--- config.mk ---
export PLATFORM = sky130hd
export DESIGN_NAME = gin_bus_ctrl
export DESIGN_NICKNAME = d
export VERILOG_FILES = /design/src/rtl/gin_pkg.sv /design/src/rtl/psum_ret_fifo.sv /design/src/rtl/gin_bus_ctrl.sv
export SDC_FILE = /design/constraint.sdc
export NUM_CORES = 1
export LEC_CHECK = 0
export ABC_AREA = 1
export CORE_MARGIN = 3
export CORE_UTILIZATION = 30
export CTS_BUF_LIST = sky130_fd_sc_hd__clkbuf_16
export CTS_CLUSTER_DIAMETER = 80
export DETAILED_ROUTE_END_ITERATION = 7
export RECOVER_POWER = 100
export SLEW_MARGIN = 10
export SYNTH_ARGS = -nofsm -noshare
export SYNTH_HDL_FRONTEND = slang
export SYNTH_SLANG_ARGS = --single-unit
--- constraint.sdc ---
create_clock -name clk -period 3.33 [get_ports clk]
set_input_delay 0.8325 -clock clk [delete_from_list [all_inputs] [get_ports clk]]
set_output_delay 0.8325 -clock clk [all_outputs]
set_load 0.03 [all_outputs]
--- src/rtl/gin_pkg.sv ---
// Shared types and constants for the GIN bus-side controller.
package gin_pkg;

  typedef enum logic [1:0] {
    PKT_IFMAP   = 2'd0,
    PKT_FLTR    = 2'd1,
    PKT_PSUM    = 2'd2,
    PKT_ILLEGAL = 2'd3
  } pkt_type_e;

  typedef enum logic {
    ST_IDLE  = 1'b0,
    ST_DRIVE = 1'b1
  } gin_state_e;

  localparam logic [2:0] CEN_NONE  = 3'b000;
  localparam logic [2:0] CEN_IFMAP = 3'b001;
  localparam logic [2:0] CEN_FLTR  = 3'b010;
  localparam logic [2:0] CEN_PSUM  = 3'b100;

  function automatic logic [2:0] cen_of(input pkt_type_e t);
    logic [2:0] cen;
    case (t)
      PKT_IFMAP: cen = CEN_IFMAP;
      PKT_FLTR:  cen = CEN_FLTR;
      PKT_PSUM:  cen = CEN_PSUM;
      default:   cen = CEN_NONE;
    endcase
    return cen;
  endfunction

endpackage

--- src/rtl/psum_ret_fifo.sv ---
// Return-psum FIFO: head visible combinationally, push/pop take effect on the next edge.
// A push while full is only written when a pop happens in the same cycle.
module psum_ret_fifo #(
  parameter int WIDTH = 32,
  parameter int DEPTH = 4
) (
  input  logic             i_clk,
  input  logic             i_rst,
  input  logic             i_push,
  input  logic [WIDTH-1:0] i_push_dat,
  input  logic             i_pop,
  output logic [WIDTH-1:0] o_head_dat,
  output logic             o_full,
  output logic             o_empty
);

  localparam int AW = (DEPTH > 1) ? $clog2(DEPTH) : 1;

  logic [AW:0]      r_wr_ptr;
  logic [AW:0]      r_rd_ptr;
  logic [WIDTH-1:0] r_mem [DEPTH];
  logic             w_do_pop;
  logic             w_do_push;

  // Extra MSB on each pointer separates the full and empty cases.
  assign o_empty    = (r_wr_ptr == r_rd_ptr);
  assign o_full     = (r_wr_ptr[AW] != r_rd_ptr[AW]) &&
                      (r_wr_ptr[AW-1:0] == r_rd_ptr[AW-1:0]);
  assign o_head_dat = r_mem[r_rd_ptr[AW-1:0]];
  assign w_do_pop   = i_pop && !o_empty;
  assign w_do_push  = i_push && (!o_full || w_do_pop);

  always_ff @(posedge i_clk or posedge i_rst) begin
    if (i_rst) begin
      r_wr_ptr <= '0;
      r_rd_ptr <= '0;
    end else begin
      if (w_do_push) r_wr_ptr <= r_wr_ptr + 1'b1;
      if (w_do_pop)  r_rd_ptr <= r_rd_ptr + 1'b1;
    end
  end

  always_ff @(posedge i_clk) begin
    if (w_do_push) r_mem[r_wr_ptr[AW-1:0]] <= i_push_dat;
  end

endmodule

--- src/rtl/gin_bus_ctrl.sv ---
// Bus master toward the multicaster row: one-cycle registered launch, 1 packet/cycle when casters ready.
// s_ready stalls while a driven packet waits for caster_ready; the psum return path never backpressures.
module gin_bus_ctrl
  import gin_pkg::*;
#(
  parameter int DATA_WIDTH = 16,
  parameter int NUM_COL    = 4,
  parameter int TIMEOUT    = 64,
  parameter int RET_DEPTH  = 4,
  localparam int TAG_W     = (NUM_COL > 1) ? $clog2(NUM_COL) : 1
) (
  input  logic                    clk,
  input  logic                    rst,
  input  logic                    s_valid,
  output logic                    s_ready,
  input  logic [1:0]              s_type,
  input  logic [TAG_W-1:0]        s_tag,
  input  logic [2*DATA_WIDTH-1:0] s_data,
  output logic [DATA_WIDTH-1:0]   ifmap_data_B2M,
  output logic [DATA_WIDTH-1:0]   fltr_data_B2M,
  output logic [2*DATA_WIDTH-1:0] psum_data_B2M,
  output logic [TAG_W-1:0]        tag_out,
  output logic [2:0]              caster_en,
  input  logic                    caster_ready,
  input  logic                    caster_valid,
  input  logic [2*DATA_WIDTH-1:0] psum_data_M2B,
  output logic                    m_valid,
  input  logic                    m_ready,
  output logic [2*DATA_WIDTH-1:0] m_data,
  output logic                    busy,
  input  logic                    err_clr,
  output logic                    err_type,
  output logic                    err_timeout,
  output logic                    err_ovf
);

  localparam int CNT_W = (TIMEOUT > 1) ? $clog2(TIMEOUT) : 1;
  localparam logic [CNT_W-1:0] WAIT_LAST = (TIMEOUT > 0) ? CNT_W'(TIMEOUT - 1) : '0;

  gin_state_e              r_state;
  logic [CNT_W-1:0]        r_wait_cnt;
  logic [DATA_WIDTH-1:0]   r_ifmap;
  logic [DATA_WIDTH-1:0]   r_fltr;
  logic [2*DATA_WIDTH-1:0] r_psum;
  logic [TAG_W-1:0]        r_tag;
  logic [2:0]              r_cen;
  logic                    r_err_type;
  logic                    r_err_timeout;
  logic                    r_err_ovf;

  pkt_type_e               w_type;
  logic                    w_s_ready;
  logic                    w_accept;
  logic                    w_legal_acc;
  logic                    w_illegal_acc;
  logic                    w_timeout;
  logic                    w_full;
  logic                    w_empty;
  logic                    w_pop;
  logic                    w_ovf;
  logic [2*DATA_WIDTH-1:0] w_head;

  assign w_type        = pkt_type_e'(s_type);
  assign w_s_ready     = !rst && ((r_state == ST_IDLE) || caster_ready);
  assign w_accept      = s_valid && w_s_ready;
  assign w_legal_acc   = w_accept && (w_type != PKT_ILLEGAL);
  assign w_illegal_acc = w_accept && (w_type == PKT_ILLEGAL);
  // caster_ready on the final waiting cycle still completes the transfer.
  assign w_timeout     = (TIMEOUT > 0) && (r_state == ST_DRIVE) && !caster_ready &&
                         (r_wait_cnt == WAIT_LAST);

  always_ff @(posedge clk or posedge rst) begin
    if (rst) begin
      r_state    <= ST_IDLE;
      r_wait_cnt <= '0;
      r_ifmap    <= '0;
      r_fltr     <= '0;
      r_psum     <= '0;
      r_tag      <= '0;
      r_cen      <= CEN_NONE;
    end else if (w_legal_acc) begin
      r_state    <= ST_DRIVE;
      r_wait_cnt <= '0;
      r_tag      <= s_tag;
      r_cen      <= cen_of(w_type);
      case (w_type)
        PKT_IFMAP: r_ifmap <= s_data[DATA_WIDTH-1:0];
        PKT_FLTR:  r_fltr  <= s_data[DATA_WIDTH-1:0];
        PKT_PSUM:  r_psum  <= s_data;
        default:   r_psum  <= r_psum;
      endcase
    end else if (r_state == ST_DRIVE) begin
      if (caster_ready || w_timeout) begin
        r_state    <= ST_IDLE;
        r_cen      <= CEN_NONE;
        r_wait_cnt <= '0;
      end else if (TIMEOUT > 0) begin
        r_wait_cnt <= r_wait_cnt + 1'b1;
      end
    end
  end

  psum_ret_fifo #(
    .WIDTH (2*DATA_WIDTH),
    .DEPTH (RET_DEPTH)
  ) u_ret_fifo (
    .i_clk      (clk),
    .i_rst      (rst),
    .i_push     (caster_valid),
    .i_push_dat (psum_data_M2B),
    .i_pop      (m_ready),
    .o_head_dat (w_head),
    .o_full     (w_full),
    .o_empty    (w_empty)
  );

  assign w_pop = m_ready && !w_empty;
  assign w_ovf = caster_valid && w_full && !w_pop;

  // Set beats clear so an event coinciding with err_clr is not lost.
  always_ff @(posedge clk or posedge rst) begin
    if (rst) begin
      r_err_type    <= 1'b0;
      r_err_timeout <= 1'b0;
      r_err_ovf     <= 1'b0;
    end else begin
      r_err_type    <= w_illegal_acc | (r_err_type    & ~err_clr);
      r_err_timeout <= w_timeout     | (r_err_timeout & ~err_clr);
      r_err_ovf     <= w_ovf         | (r_err_ovf     & ~err_clr);
    end
  end

  assign s_ready        = w_s_ready;
  assign ifmap_data_B2M = r_ifmap;
  assign fltr_data_B2M  = r_fltr;
  assign psum_data_B2M  = r_psum;
  assign tag_out        = r_tag;
  assign caster_en      = r_cen;
  assign busy           = (r_state == ST_DRIVE);
  assign m_valid        = !w_empty;
  assign m_data         = w_head;
  assign err_type       = r_err_type;
  assign err_timeout    = r_err_timeout;
  assign err_ovf        = r_err_ovf;

endmodule
==> metrics.yaml, run 1 <==
drt_iter0_markers: 333
hold_ws_ps: 479
coreArea_um2: 27300
hold_path_class: "register to register"
clock-sinks: 213
clk_pin_slew_ps: 60
slew_viol_final: 0
htreeDepth: 1
worst_r2r_endpoint: "u_ret_fifo.r_mem[2][16]"
fin_util_pct: 41.4
placed_area_um2: 10700
r2r-start: "u_ret_fifo.r_rd_ptr[0]"
stdcell_count: 1277
setup_violations: 0
vias_per_cell: 4.47
worst_ep_required_time_ps: 2500
syn_inst: 696
grt_max_degree: 87
holdPathStages: 2
synth_seq_area_share_pct: 71.0
multiInputGateArea_um2: 1920
postCtsSetupRepairBufs: 0
clk_latency_ps: 520
final_nets: 966
start_util_pct: 30.8
slowest_delay_ps: 700
rrSetupSlack_ps: 620
die_w_um: 173
placementRows: 60
synth_seq_cells: 213
cp.arrival_ps: 2360
grtUsageTotal_pct: 13.2
yosysWarnings: 0
drc_errors: 0
wl_um: 20200
reg2reg_depth: 9
path_cells: "clkinv_1, buf_6, o21ai_0, o22ai_1, clkdlybuf4s50_1"
syn_area_um2: 8400
clock_path_buffers: 3
hpwl_um: 12700
cp.depth: 5
via_count: 5710
crit_slowest_cell: "clkdlybuf4s50_1"
die_area_um2: 30100
crit_path_start_kind: "register"
port_buffers: 181
cts_hold_buf: 0
hold_end: "fltr_data_B2M[7]"
ys.flop_type: "edfxtp_1"
area_growth_syn_to_layout_pct: 34.3
p_leak_nw: 4.60
fin_tns_setup_ps: 0
syn_nets: 777
powerDensity_nw_per_um2: 873
wire_per_inst_um: 15.8
drive_above_1_share_pct: 8.30
worst_slew_pin_slew_ps: 1040
gp_congestion: 0.759
finalCritPeriodShare_pct: 96.0
grt_pass1_vias: 5781
fill_cells: 2651
cts-root-buf: "clkbuf_16"
grt_antenna_before_repair: 0
peakVddDrop_uv: 351
clock.fmax_mhz: 313
async_flop_share_pct: 39.9
dr.pass1.iters: 4
hold_start: "fltr_data_B2M[7]"
final_cell_area_um2: 11300
rsz0062_at_grt: "no"
fin_crit_ps: 3200
cp_max_fo: 30
drtAntennaViolNets: 0
io_pins: 182
end_kind: "output pin"
grt_overflow_total: 0
seq_area_um2: 5970
die_y_um: 173
status: "finished, final reports clean"
cts_tree: "yes"
grt_first_pass_wirelength_um: 32500
yosysUniqueCellTypes: 30
slew_headroom_pct: 30.8
cts_made_buffers: 25
avgSynthCellArea_um2: 12.1
cp_top_family: "buffers and inverters"
finalHoldViolations: 0
finalClockSkew_ps: 12.2
cp_num_buf_inv: 3
synth_edf_count: 128
drv_cap: 0
worst-setup-path-type: "register to output pin"
dp_cells: 1230
-- layout make-up --
class	instances	area share, %
flip-flops and latches	213	52.9
multi-input cells	392	17.0
repair buffers	197	16.3
clock buffers	25	5.54
well taps	372	4.12
clock inverters	21	2.26
inverters	56	1.87
diodes	1	0.0222
-- registers in the layout (all words and copies together), names as in the netlist, 2 cells and up --
name / cells
tag_out: 2
fltr_data_B2M: 16
psum_data_B2M: 32
r_wait_cnt: 6
u_ret_fifo.r_rd_ptr: 3
ifmap_data_B2M: 16
u_ret_fifo.r_wr_ptr: 3
caster_en: 3
u_ret_fifo.r_mem: 128
-- timing repair --
| item | in CTS | in global routing |
|---|---|---|
| gates resized for setup | 1 | 9 |
| setup endpoints to repair | 1 | 9 |
| endpoints found under the hold margin | 0 | 0 |
-- placed cells by master, fill, tap and decap left out, types with 2 or more instances in the layout --
cell type / n
nand4_1: 6
o21ai_0: 127
o21ai_1: 2
clkinv_1: 7
buf_12: 3
nand2_2: 7
dlygate4sd3_1: 107
inv_1: 56
a21oi_1: 3
o21ai_2: 7
clkbuf_1: 20
clkdlybuf4s50_1: 56
xor2_1: 4
nand3_1: 14
o22ai_1: 32
buf_4: 5
clkinv_2: 4
nand2_1: 102
nor2_1: 73
bufinv_16: 6
edfxtp_1: 128
nor2_2: 4
dfrtp_1: 84
clkbuf_16: 25
ha_1: 6
clkbuf_2: 5
-- logic make-up after synthesis --
| family | Yosys count | share of synthesized area [%] |
|---|---|---|
| adders and majority gates | 6 | 0.893 |
| buffers and inverters | 91 | 5.02 |
| xor gates and xnor gates | 5 | 0.521 |
| DFF | 213 | 71.0 |
| and+or+nand+nor | 210 | 10.5 |
| AOI/OAI and AO/OA | 171 | 12.0 |
-- where the power goes --
part           total [mW]  switching (mW)  internal (mW)
sequential           3.57           0.197           3.38
clock                2.90            1.07           1.83
combinational        3.38            2.30           1.08
total                9.85            3.57           6.28
-- layer usage --
layer | track usage, % | part of all wire [%] | vias to the layer above
li1 | - | - | 2785
met4 | 2.94 | 1.6 | 0
met5 | 0 | 0 | -
met3 | 6.00 | 11 | 29
met1 | 16.7 | 43 | 2710
met2 | 20.9 | 44 | 186
-- worst register-to-register path, cell delays in order, from the launching register on --
cell	delay, ps
dfrtp_2	390
clkinv_1	250
buf_12	260
nand2_1	70
nand2_1	50
nor2_1	160
nand2_1	130
nand2_1	280
nor2_2	50
clkbuf_2	560
-- per-stage QoR --
step           total power [mW]  setup slack (ps)
2_1_floorplan              5.78               288
3_3_place_gp               7.33               148
3_5_place_dp               7.37               137
4_1_cts                    10.3              5.72
5_1_grt                    10.4              2.63
6_report                   9.85               134
-- Yosys cell counts (2+ instances only) --
master,number,area [um2]
ha_1,6,75.1
o21ai_0,102,510
dfrtp_1,85,2130
o22ai_1,32,200
a21oi_1,3,15.0
edfxtp_1,128,3840
clkbuf_1,14,52.6
nand2_2,9,56.3
nand2_4,2,22.5
nand2_1,99,372
clkbuf_2,3,15.0
nor2_1,76,285
nand3_1,14,70.1
buf_4,2,15.0
buf_6,4,45.0
o21ai_1,4,20.0
buf_2,9,45.0
nand4_1,6,37.5
o21ai_2,30,263
xor2_1,4,35.0
inv_1,55,206
-- worst max-delay path by stage --
stage | slack, ps | end | start
2_1_floorplan | 290 | ifmap_data_B2M[11] | rst
3_3_place_gp | 150 | s_ready | caster_ready
3_5_place_dp | 140 | s_ready | caster_ready
4_1_cts | 6 | m_data[16] | u_ret_fifo.r_rd_ptr[1]
5_1_grt | 3 | m_data[30] | u_ret_fifo.r_rd_ptr[0]
6_report | 130 | m_data[25] | u_ret_fifo.r_rd_ptr[0]
(Power assumes the default switching activity.)
==> run 2: changes to the inputs <==
--- a/config.mk
+++ b/config.mk
@@ -12,6 +12,7 @@
 export CTS_CLUSTER_DIAMETER = 80
 export DETAILED_ROUTE_END_ITERATION = 7
 export RECOVER_POWER = 100
+export SKIP_CTS_REPAIR_TIMING = 1
 export SLEW_MARGIN = 10
 export SYNTH_ARGS = -nofsm -noshare
 export SYNTH_HDL_FRONTEND = slang
==> run 2 against run 1 <==
  * Global-route usage about the same
  * Sequential share of layout area down 1.4 points
  * Core utilization up 1.1 points
  * Sequential power about the same
  * Critical path depth unchanged
  * Final area up 2.6%
  * Register-to-register slack better by 680 ps
  * Wire length about the same
  * Maximum frequency about the same
  * First-iteration DRC count unchanged
  * Die area unchanged
  * Critical endpoint unchanged
==> metrics.yaml, run 2 (synthesis gave the netlist of run 1 again) <==
largest_reg_flops: 128  # unchanged
io_pins: 182  # unchanged
powerDensity_nw_per_um2: 876  # was 873 nW/um2
worst_ep_required_time_ps: 2500  # about the same
cp.arrival_ps: 2360  # about the same
cp_max_fo: 30  # unchanged
dr.pass1.iters: 5  # was 4
grt_overflow_total: 0  # unchanged
final_nets: 966  # unchanged
final_common_cell: "clkdlybuf4s50_1"  # was edfxtp_1
worst-setup-path-type: "register to output pin"  # unchanged
p_leak_nw: 4.66  # was 4.60 nW
die_w_um: 173  # unchanged
cts_made_buffers: 25  # unchanged
dr_wl_met2_um: 9000  # was 8960 um
hold_ws_ps: 479  # about the same
placementRows: 60  # unchanged
htreeDepth: 1  # unchanged
cts_tree: "yes"  # unchanged
worst_slew_pin_slew_ps: 599  # was 1040 ps
slew_viol_final: 0  # unchanged
hpwl_um: 12700  # unchanged
die_y_um: 173  # unchanged
dp_cells: 1230  # unchanged
clock_path_buffers: 3  # unchanged
gp_congestion: 0.759  # unchanged
grt_pass1_vias: 5775  # was 5781
dr_wl_met3_um: 2240  # was 2290 um
die_area_um2: 30100  # unchanged
end_kind: "output pin"  # unchanged
fill_cells: 2569  # was 2651
grtUsageTotal_pct: 13.2  # about the same
drc_errors: 0  # unchanged
grt_first_pass_wirelength_um: 32500  # about the same
wl_met1_um: 8690  # was 8620 um
start_util_pct: 30.8  # unchanged
hold_path_class: "register to register"  # unchanged
drtAntennaViolNets: 0  # unchanged
fin_tns_setup_ps: 0  # unchanged
drv_cap: 0  # unchanged
area_growth_syn_to_layout_pct: 37.9  # was 34.3%
wl_um: 20200  # about the same
vias_per_cell: 4.47  # about the same
finalHoldViolations: 0  # unchanged
drive_above_1_share_pct: 12.6  # was 8.30%
drt_iter0_markers: 333  # unchanged
coreArea_um2: 27300  # unchanged
slew_headroom_pct: 60.0  # was 30.8%
highest_layer: "met4"  # unchanged
clock.fmax_mhz: 313  # about the same
clk_latency_ps: 510  # was 520 ps
wire_per_inst_um: 15.8  # about the same
finalClockSkew_ps: 7.20  # was 12.2 ps
final_cell_mix: "clkdlybuf4s50_1 (133), edfxtp_1 (128), o21ai_0 (102)"  # was edfxtp_1 (128), o21ai_0 (127), dlygate4sd3_1 (107)
fin_crit_ps: 3200  # about the same
port_buffers: 181  # unchanged
crit_path_start_kind: "register"  # unchanged
grt_max_degree: 87  # unchanged
via_count: 5711  # was 5710
clock-sinks: 213  # unchanged
status: "finished, final reports clean"  # unchanged
cts-root-buf: "clkbuf_16"  # unchanged
stdcell_count: 1277  # unchanged
finalCritPeriodShare_pct: 96.0  # about the same
peakVddDrop_uv: 354  # was 351 uV
grt_antenna_before_repair: 0  # unchanged
setup_violations: 0  # unchanged
clk_pin_slew_ps: 60  # about the same
## run 2: cell types whose count changed in the layout (fill, tap and decap cells not counted), moves of 3 or more
cell             previous run  this run
clkbuf_1                   20         0
nand2_1                   102        99
clkdlybuf4s50_1            56       133
dlygate4sd3_1             107        33
buf_12                      3         8
o21ai_0                   127       102
buf_4                       5        16
clkbuf_2                    5         0
o21ai_2                     7        30
dlymetal6s2s_1              0         6
## run 2: final cells by class
class / instances / area, um2 / share of cell area, %
clock inverter: 21 / 255 / 2.20
tap: 372 / 465 / 4.02
antenna: 1 / 2.50 / 0.0216
sequential: 213 / 5970 / 51.5
inverter: 56 / 211 / 1.83
clock buffer: 25 / 626 / 5.40
timing repair buffer: 197 / 2030 / 17.5
multi-input combinational: 392 / 2030 / 17.5
## run 2: power breakdown
group	internal, mW	total, mW	switching, mW
logic	1.35	3.68	2.33
registers	3.36	3.57	0.205
clock network	1.83	2.90	1.07
## run 2: worst paths after layout
path	cells after the start	to	start	slack (ps)
max	5	m_data[25]	u_ret_fifo.r_rd_ptr[0]	130
min reg2reg	2	psum_data_B2M[4]	psum_data_B2M[4]	480
max in group asynchronous	3	u_ret_fifo.r_rd_ptr[0]	rst	1940
min	2	psum_data_B2M[4]	psum_data_B2M[4]	480
min in group asynchronous	3	tag_out[1]	rst	1010
max reg2reg	9	u_ret_fifo.r_mem[2][16]	u_ret_fifo.r_rd_ptr[0]	1300
## run 2: through the flow
step / utilization, % / area [um2] / setup slack [ps] / total power, mW
after floorplan: - / 8410 / 288 / 5.78
after global placement: 39.2 / 10700 / 148 / 7.33
after detailed placement: 39.2 / 10700 / 137 / 7.37
after CTS: 42.5 / 11600 / -9.11 / 10.3
after global routing: 42.5 / 11600 / -10.3 / 10.7
final: 42.5 / 11600 / 133 / 10.1
## run 2: critical path, stage by stage (launching register included)
cell             delay, ps
dfrtp_2                430
clkinv_1               180
buf_6                  270
o21ai_0                110
o22ai_1                150
clkdlybuf4s50_1        700
## run 2: routing by layer
metal	up-vias	track usage (%)
met3	27	6.00
met4	0	2.94
met1	2713	16.7
li1	2784	-
met2	187	20.9
met5	-	0
==> run 3: changes to the inputs <==
--- a/config.mk
+++ b/config.mk
@@ -6,7 +6,7 @@
 export NUM_CORES = 1
 export LEC_CHECK = 0
 export ABC_AREA = 1
-export CORE_MARGIN = 3
+export CORE_MARGIN = 2
 export CORE_UTILIZATION = 30
 export CTS_BUF_LIST = sky130_fd_sc_hd__clkbuf_16
 export CTS_CLUSTER_DIAMETER = 80
==> run 3 against run 2 <==
  * The run now ends with capacitance limit, slew limit left
  * Worst hold slack lost 0.65 ps
  * Wire length shrank 3.6%
  * First-iteration DRC count shrank 29%
  * Sequential power is essentially flat
  * Maximum frequency shrank 1.4%
  * Clock power shrank 2%
  * Clock skew grew 11 ps
  * Critical path depth grew 1
  * Global-route usage grew 0.15 points
  * Sequential cell count is the same
  * Register-to-register slack lost 670 ps
  * Critical endpoint is now s_ready
  * Largest cell class unchanged
  * Largest power group is now registers
==> metrics.yaml, run 3 (synthesis gave the netlist of run 1 again) <==
status: "finished, violations left"  # was finished, final reports clean
violations: "capacitance limit, slew limit"
p_leak_nw: 4.58  # was 4.66 nW
crit_slowest_cell: "clkdlybuf4s50_1"  # unchanged
slew_viol_final: 86  # was 0
port_buffers: 181  # unchanged
cp_num_buf_inv: 4  # was 3
via_count: 5622  # was 5711
largest_reg_flops: 128  # unchanged
final_nets: 965  # was 966
crit_path_frequent_cell: "inv_1"
clk_latency_ps: 510  # about the same
die_w_um: 171  # was 173 um
grt_first_pass_wirelength_um: 30700  # was 32500 um
vias_per_cell: 4.39  # was 4.47
grt_pass1_vias: 5698  # was 5775
wire_per_inst_um: 15.2  # was 15.8 um
worst_slew_pin_slew_ps: 1910  # was 599 ps
start_util_pct: 30.3  # was 30.8%
hold_path_class: "register to register"  # unchanged
dp_cells: 1236  # was 1230
drc_errors: 0  # unchanged
cts_tree: "yes"  # unchanged
finalCritPeriodShare_pct: 97.4  # was 96.0%
fin_crit_ps: 3240  # was 3200 ps
final_cell_mix: "o21ai_0 (128), edfxtp_1 (128), dlygate4sd3_1 (109)"  # was clkdlybuf4s50_1 (133), edfxtp_1 (128), o21ai_0 (102)
dr.pass1.iters: 4  # was 5
finalPower_mw: 9.82  # was 10.1 mW
setup_violations: 0  # unchanged
clock-sinks: 213  # unchanged
hold_ws_ps: 479  # about the same
final_cell_area_um2: 11300  # was 11600 um2
reg2reg_depth: 9  # unchanged
clk_pin_slew_ps: 60  # about the same
peakVddDrop_uv: 431  # was 354 uV
gp_congestion: 0.779  # was 0.759
powerDensity_nw_per_um2: 868  # was 876 nW/um2
grtUsageTotal_pct: 13.4  # was 13.2%
placed_area_um2: 10800  # was 10700 um2
fin_tns_setup_ps: 0  # unchanged
cp.depth: 6  # was 5
finalHoldViolations: 0  # unchanged
rsz0062_at_grt: "no"
clock.fmax_mhz: 308  # was 313 MHz
htreeDepth: 1  # unchanged
drive_above_1_share_pct: 8.43  # was 12.6%
wl_um: 19500  # was 20200 um
place_ws_ps: 173  # was 137 ps
io_pins: 182  # unchanged
grt_max_degree: 86  # was 87
area_growth_syn_to_layout_pct: 34.6  # was 37.9%
worst_ep_required_time_ps: 2500  # about the same
grt_overflow_total: 0  # unchanged
crit_path_start_kind: "input pin"  # was register
stdcell_count: 1282  # was 1277
clock_path_buffers: 3  # unchanged
fin_ws_ps: 87.0  # was 133 ps
worst-setup-path-type: "input pin to output pin"  # was register to output pin
drtAntennaViolNets: 0  # unchanged
drt_iter0_markers: 238  # was 333
coreArea_um2: 27700  # was 27300 um2
cts_made_buffers: 24  # was 25
finalClockSkew_ps: 18.3  # was 7.20 ps
fin_util_pct: 40.8  # was 42.5%
cp.arrival_ps: 2410  # was 2360 ps
holdPathStages: 2  # unchanged
die_y_um: 171  # was 173 um
cts-root-buf: "clkbuf_16"  # unchanged
drv_cap: 1  # was 0
hpwl_um: 12300  # was 12700 um
cp_max_fo: 6  # was 30
end_kind: "output pin"  # unchanged
slowest_delay_ps: 680  # was 700 ps
slew_headroom_pct: -27.4  # was 60.0%
die_area_um2: 29400  # was 30100 um2
cp_top_family: "buffers and inverters"  # unchanged
placementRows: 61  # was 60
grt_antenna_before_repair: 1  # was 0
path_cells: "dlygate4sd3_1, inv_1, nand2_4, inv_1, nor2_4, clkdlybuf4s50_1"  # was clkinv_1, buf_6, o21ai_0, o22ai_1, clkdlybuf4s50_1
## run 3: changes by cell type in the layout (fill, tap and decap cells not counted), moves of 4 or more
cell / change
nand2_1: +5
dlygate4sd3_1: +76
clkbuf_2: +4
buf_4: -11
nand2_2: -4
o21ai_0: +26
clkbuf_1: +17
clkinvlp_4: +4
dlymetal6s2s_1: -6
clkdlybuf4s50_1: -75
o21ai_2: -23
buf_12: -5
clkinv_1: -4
## run 3: per-layer routing
layer | GRT usage, % | wire length, um
met1 | 16.4 | 8140
met2 | 21.5 | 8880
met3 | 6.10 | 2180
met4 | 3.24 | 290
met5 | 0 | 0
## run 3: where the power goes
part           leakage, nW  total, mW  switching (mW)  internal (mW)
combinational         1.92       3.39            2.26           1.12
clock                0.405       2.84            1.08           1.76
sequential            2.25       3.60           0.219           3.38
total                 4.58       9.82            3.56           6.26
## run 3: layout make-up
class | instances | area, um2
diodes | 2 | 5.00
clock buffers | 25 | 626
fillers | 2699 | 16400
clock inverters | 19 | 240
well taps | 378 | 473
flip-flops and latches | 213 | 5970
multi-input cells | 392 | 1920
inverters | 56 | 211
repair buffers | 197 | 1860
## run 3: path summary, 6_finish.rpt
check	slack (ps)	from	endpoint
worst max-delay path	90	caster_ready	s_ready
worst min-delay path	480	ifmap_data_B2M[6]	ifmap_data_B2M[6]
worst max register to register	630	u_ret_fifo.r_rd_ptr[0]	u_ret_fifo.r_mem[2][12]
worst min register to register	480	ifmap_data_B2M[6]	ifmap_data_B2M[6]
max in group asynchronous	600	rst	u_ret_fifo.r_rd_ptr[1]
min in group asynchronous	1500	rst	r_wait_cnt[4]
## run 3: worst reg2reg max path: cells and delay by family, from the launching register on
family | cells | cell delay [ps]
buffers and inverters | 3 | 1080
AND/OR/NAND/NOR | 6 | 750
flip-flops | 1 | 460
